## src/rtl/rx_fifo_handshake.sv

```systemverilog
// Receive-side intake: a four-phase valid/ready handshake fills a DEPTH-entry packet FIFO, and the core pops with rc_ready.
// Latency is one cycle for write and for pop. RX_Data_Ready is low while holding or when full, and there is no bypass.
module rx_fifo_handshake #(
  parameter int WIDTH = 55,
  parameter int DEPTH = 4
) (
  input  logic                       clk,
  input  logic                       rst_n,
  input  logic                       RX_Data_Valid,
  input  logic [WIDTH-1:0]           RX_Data,
  output logic                       RX_Data_Ready,
  input  logic                       rc_ready,
  input  logic                       flush,
  output logic                       rx_has_data,
  output logic [WIDTH-1:0]           rx_data,
  output logic [$clog2(DEPTH+1)-1:0] rx_count,
  output logic                       rx_full
);

  localparam int AW = $clog2(DEPTH);
  localparam int CW = $clog2(DEPTH+1);

  typedef enum logic [1:0] {ST_RST, ST_WAIT, ST_HOLD} state_t;

  state_t                 state_q, state_d;
  logic [AW-1:0]          wr_ptr_q, wr_ptr_d;
  logic [AW-1:0]          rd_ptr_q, rd_ptr_d;
  logic [CW-1:0]          count_q, count_d;
  logic [WIDTH-1:0]       mem_q [DEPTH];
  logic [WIDTH-1:0]       mem_d [DEPTH];
  logic                   push;
  logic                   pop;
  logic                   ready;

  assign rx_count      = count_q;
  assign rx_full       = (count_q == CW'(DEPTH));
  assign rx_has_data   = (count_q != '0);
  assign rx_data       = mem_q[rd_ptr_q];
  assign RX_Data_Ready = ready;

  // One write per valid pulse: HOLD waits for the receiver to drop valid.
  always_comb begin
    state_d = state_q;
    ready   = 1'b0;
    push    = 1'b0;
    case (state_q)
      ST_RST:  state_d = ST_WAIT;
      ST_WAIT: begin
        ready = !rx_full;
        if (RX_Data_Valid && !rx_full) begin
          push    = 1'b1;
          state_d = ST_HOLD;
        end
      end
      ST_HOLD: begin
        if (!RX_Data_Valid) state_d = ST_WAIT;
      end
      default: state_d = ST_RST;
    endcase
  end

  assign pop = rc_ready && rx_has_data;

  // Flush wins over push and pop; a packet accepted during a flush is dropped.
  always_comb begin
    wr_ptr_d = wr_ptr_q;
    rd_ptr_d = rd_ptr_q;
    count_d  = count_q;
    mem_d    = mem_q;
    if (flush) begin
      wr_ptr_d = '0;
      rd_ptr_d = '0;
      count_d  = '0;
    end else begin
      if (push) begin
        mem_d[wr_ptr_q] = RX_Data;
        wr_ptr_d        = wr_ptr_q + AW'(1);
      end
      if (pop) rd_ptr_d = rd_ptr_q + AW'(1);
      count_d = count_q + CW'(push) - CW'(pop);
    end
  end

  always_ff @(posedge clk or negedge rst_n) begin
    if (!rst_n) begin
      state_q  <= ST_RST;
      wr_ptr_q <= '0;
      rd_ptr_q <= '0;
      count_q  <= '0;
      mem_q    <= '{default: '0};
    end else begin
      state_q  <= state_d;
      wr_ptr_q <= wr_ptr_d;
      rd_ptr_q <= rd_ptr_d;
      count_q  <= count_d;
      mem_q    <= mem_d;
    end
  end

endmodule

```

## config.mk

```make
export PLATFORM = sky130hd
export DESIGN_NAME = rx_fifo_handshake
export DESIGN_NICKNAME = d
export VERILOG_FILES = /design/src/rtl/rx_fifo_handshake.sv
export SDC_FILE = /design/constraint.sdc
export NUM_CORES = 1
export LEC_CHECK = 0
export ABC_AREA = 1
export CAP_MARGIN = 20
export CORE_MARGIN = 5
export CORE_UTILIZATION = 40
export DETAILED_ROUTE_END_ITERATION = 16
export GPL_TIMING_DRIVEN = 1
export PLACE_DENSITY = 0.56
export SYNTH_ARGS = -nofsm -noshare
export SYNTH_HDL_FRONTEND = slang
export SYNTH_SLANG_ARGS = --single-unit
```

## constraint.sdc

```tcl
create_clock -name clk -period 5.4 [get_ports clk]
set_input_delay 0.81 -clock clk [delete_from_list [all_inputs] [get_ports clk]]
set_output_delay 0.81 -clock clk [all_outputs]
set_load 0.005 [all_outputs]
```

==> run summary <==
The flow ran to the end, and the final reports show no timing, DRC or antenna violations. Relative to the synthesized area, the layout overhead comes to 17.1%. The number of H-tree branching levels came out at 1. In this run the worst setup path begins at rd_ptr_q[1]. Before CTS, the worst setup slack after placement is 2260 ps. The die covers 34700 sq um. After detailed routing, the number of vias per cell comes to 5.17. Detailed placement finished with a half-perimeter wire length of 18000 um.

After detailed routing, the number of remaining DRC violations is 0. The number of antenna violations at the first check in global routing was 0. The number of clock sinks was 229.

For the post-synth net total, the log shows 1632. The die boundary width is 186 um. VDD sags by at most 0.279 mV. The congestion estimate from routability-driven global placement came to 0.735.

The total overflow left after global routing is 0. The share of the cycle needed by the critical path after routing was 68.3%. The number of setup buffers added after CTS is 0. The number of different library cells in the post-synthesis netlist was 22. For this design the static power due to leakage is 7.02 nW. The critical path capture point type was a primary output. The final-report max-slew violation count was 0; the critical path arrival was 2880 ps. For the via count of the first global-routing pass, the log shows 10400. In this run, CTS created clock tree buffers numbering 28. After technology mapping, the gate count stands at 1566.

The average size of a mapped cell was 7.93 sq um. Setup repair after global routing left no endpoint under its margin. The library cells used most frequently in the layout, excluding fill and tap cells, are nand2_1, inv_1, dfrtp_1. From bottom edge to top edge, the die measures 186 um. After the first detailed-routing iteration, the DRC count stood at 774. The total routed wirelength was 35700 um. After clock tree synthesis, the flow added hold-fix buffers numbering 0. Setup violations remaining at the end of the flow were counted as 0.

Summing the sequential cell areas from Yosys gives 46.1% of the chip area. The routed design could run at a clock period as short as 3690 ps. After routing, the total negative slack on setup checks comes to 0 ps. The cell area that synthesis handed to floorplanning was 12400 sq um. The row count is 64, and the fraction of layout cells with a size suffix above 1 is 4.86%.

In this run the worst hold path is classified as in -> async. The startpoint of the worst-slack reg-to-reg timing path was rx_count[1]. Across the routed clock network, the largest skew measured is 16.5 ps. The number of antenna diodes in the final layout is 0. The worst path setup slack after routing came out at 1710 ps.

STA puts the critical path data required time at 4590 ps. The number of nets at the end of the flow is 1672. The worst-path maximum fanout is 41.

The slew of the pin with the lowest slew margin works out to 1270 ps. The root buffer cell is clkbuf_16. The first-pass GRT wire length is 58200 um.

Most common library cell in the layout ignoring fill and taps: nand2_1. Across all hold checks on the routed design, the worst slack comes to 259 ps. The routed wire length per instance works out to 17.7 um.

After floorplanning, the core was sized to cover 30700 sq um. The number of hold-slack violations in the final timing report was 0. The maximum buffer depth of the clock tree came out at 3. Power spread over the standard cell area amounts to 548 nW/um^2. The number of optimization iterations in the first detailed-route pass is 5. For this run, the number of Yosys warnings is 0. Once the floorplan was initialized, standard cells occupied 40.5% of the core.

The critical path is of the reg -> out type. The number of instances resized during post-cts repair is 0, and the maximum number of pins on one net before global-route repair is 223. The number of synthesized register bits was 229; the number of maximum-capacitance constraint violations was 0. Global routing consumed, over all layers together, 20.5% of the routing resources.

For the final antenna-violating net count, the log shows 0. Based on the critical path, the design can be clocked at up to 271 MHz. Clock latency on the worst-skew pair, taken at its later pin, is 540 ps.

TritonCTS built the clock tree. Counting cells, the worst reg-to-reg path comes to 6. The worst setup path is launched from a flip-flop. The logs give 121 for the number of top-level pins and 10500 for the detailed-route via count. Headroom to the max-slew limit came out at 15.1%. After clock tree synthesis, the clock-pin slew on the worst setup and hold paths is 60 ps. Buffers placed on the I/O ports in this run total 120.
## final cells by class
class	instances	area, sq um
fill	3006	16100
sequential	229	5730
multi-input combinational	973	5150
timing repair buffer	138	1390
inverter	236	890
clock buffer	43	858
tap	396	495
clock inverter	7	38.8
## flip-flops by register name, summed over array words and instances, names as in the netlist
signal,count
rx_count,3
mem_q,220
state_q,2
wr_ptr_q,2
rd_ptr_q,2
## per-layer routing
| metal | routed length (um) | up-vias | GRT usage, % |
|---|---|---|---|
| li1 | - | 5150 | - |
| met1 | 16500 | 5007 | 29.1 |
| met2 | 16800 | 260 | 34.0 |
| met3 | 1670 | 42 | 2.57 |
| met4 | 674 | 0 | 4.49 |
| met5 | 0 | - | 0 |
## stage by stage
stage                     instance area (sq um)  power [mW]  cells  utilization, %
after floorplan                           12400        4.73   1566               -
after global placement                    13700        6.17   1972            44.5
after detailed placement                  13700        6.21   1972            44.5
after CTS                                 14600        8.08   2022            47.4
after global routing                      14600        8.62   2022            47.4
final                                     14600        7.97   2022            47.4
## cells by family (layout without fill, tap and decap cells)
logic type / Yosys count / in the layout / synth area share, %
and+or+nand+nor: 518 / 518 / 18.1
buffers and inverters: 364 / 424 / 12.5
adders and majority gates: 6 / 6 / 0.665
AOI/OAI and AO/OA: 447 / 447 / 22.5
xor gates and xnor gates: 2 / 2 / 0.141
DFF: 229 / 229 / 46.1
## worst paths after layout
kind / end / slack (ps)
setup / recovery: rx_data[17] / 1710
hold / removal: mem_q[50] / 260
setup reg to reg: mem_q[83] / 3250
hold reg to reg: state_q[1] / 570
max in group asynchronous: mem_q[174] / 4070
min in group clk: state_q[1] / 570
## synth_stat cells, drive strengths merged
master  number  area share (%)
buf         74             3.8
o21ai       60             2.4
a21oi      166             6.7
o21bai     220              13
nor3         1           0.040
fa           1            0.16
xor2         2            0.14
a22o         1           0.071
nand3      225             9.1
nand4        1           0.050
ha           5            0.50
nor2         5            0.23
nand2      286             8.6
inv        236             7.1
dfrtp      229              46
clkbuf      54             1.6
## where the power goes
| part | switching [mW] | total, mW | internal, mW |
|---|---|---|---|
| Clock | 0.740 | 1.83 | 1.09 |
| Sequential | 0.277 | 2.60 | 2.32 |
| Combinational | 1.99 | 3.55 | 1.56 |
## critical path, stage by stage, from the launching register on
cell             delay, ps
dfrtp_1                370
clkinv_2               510
buf_4                  460
o21ai_0                110
a21oi_1                 60
a21oi_1                240
clkdlybuf4s50_1        560
Power figures use the tool's default switching activity.
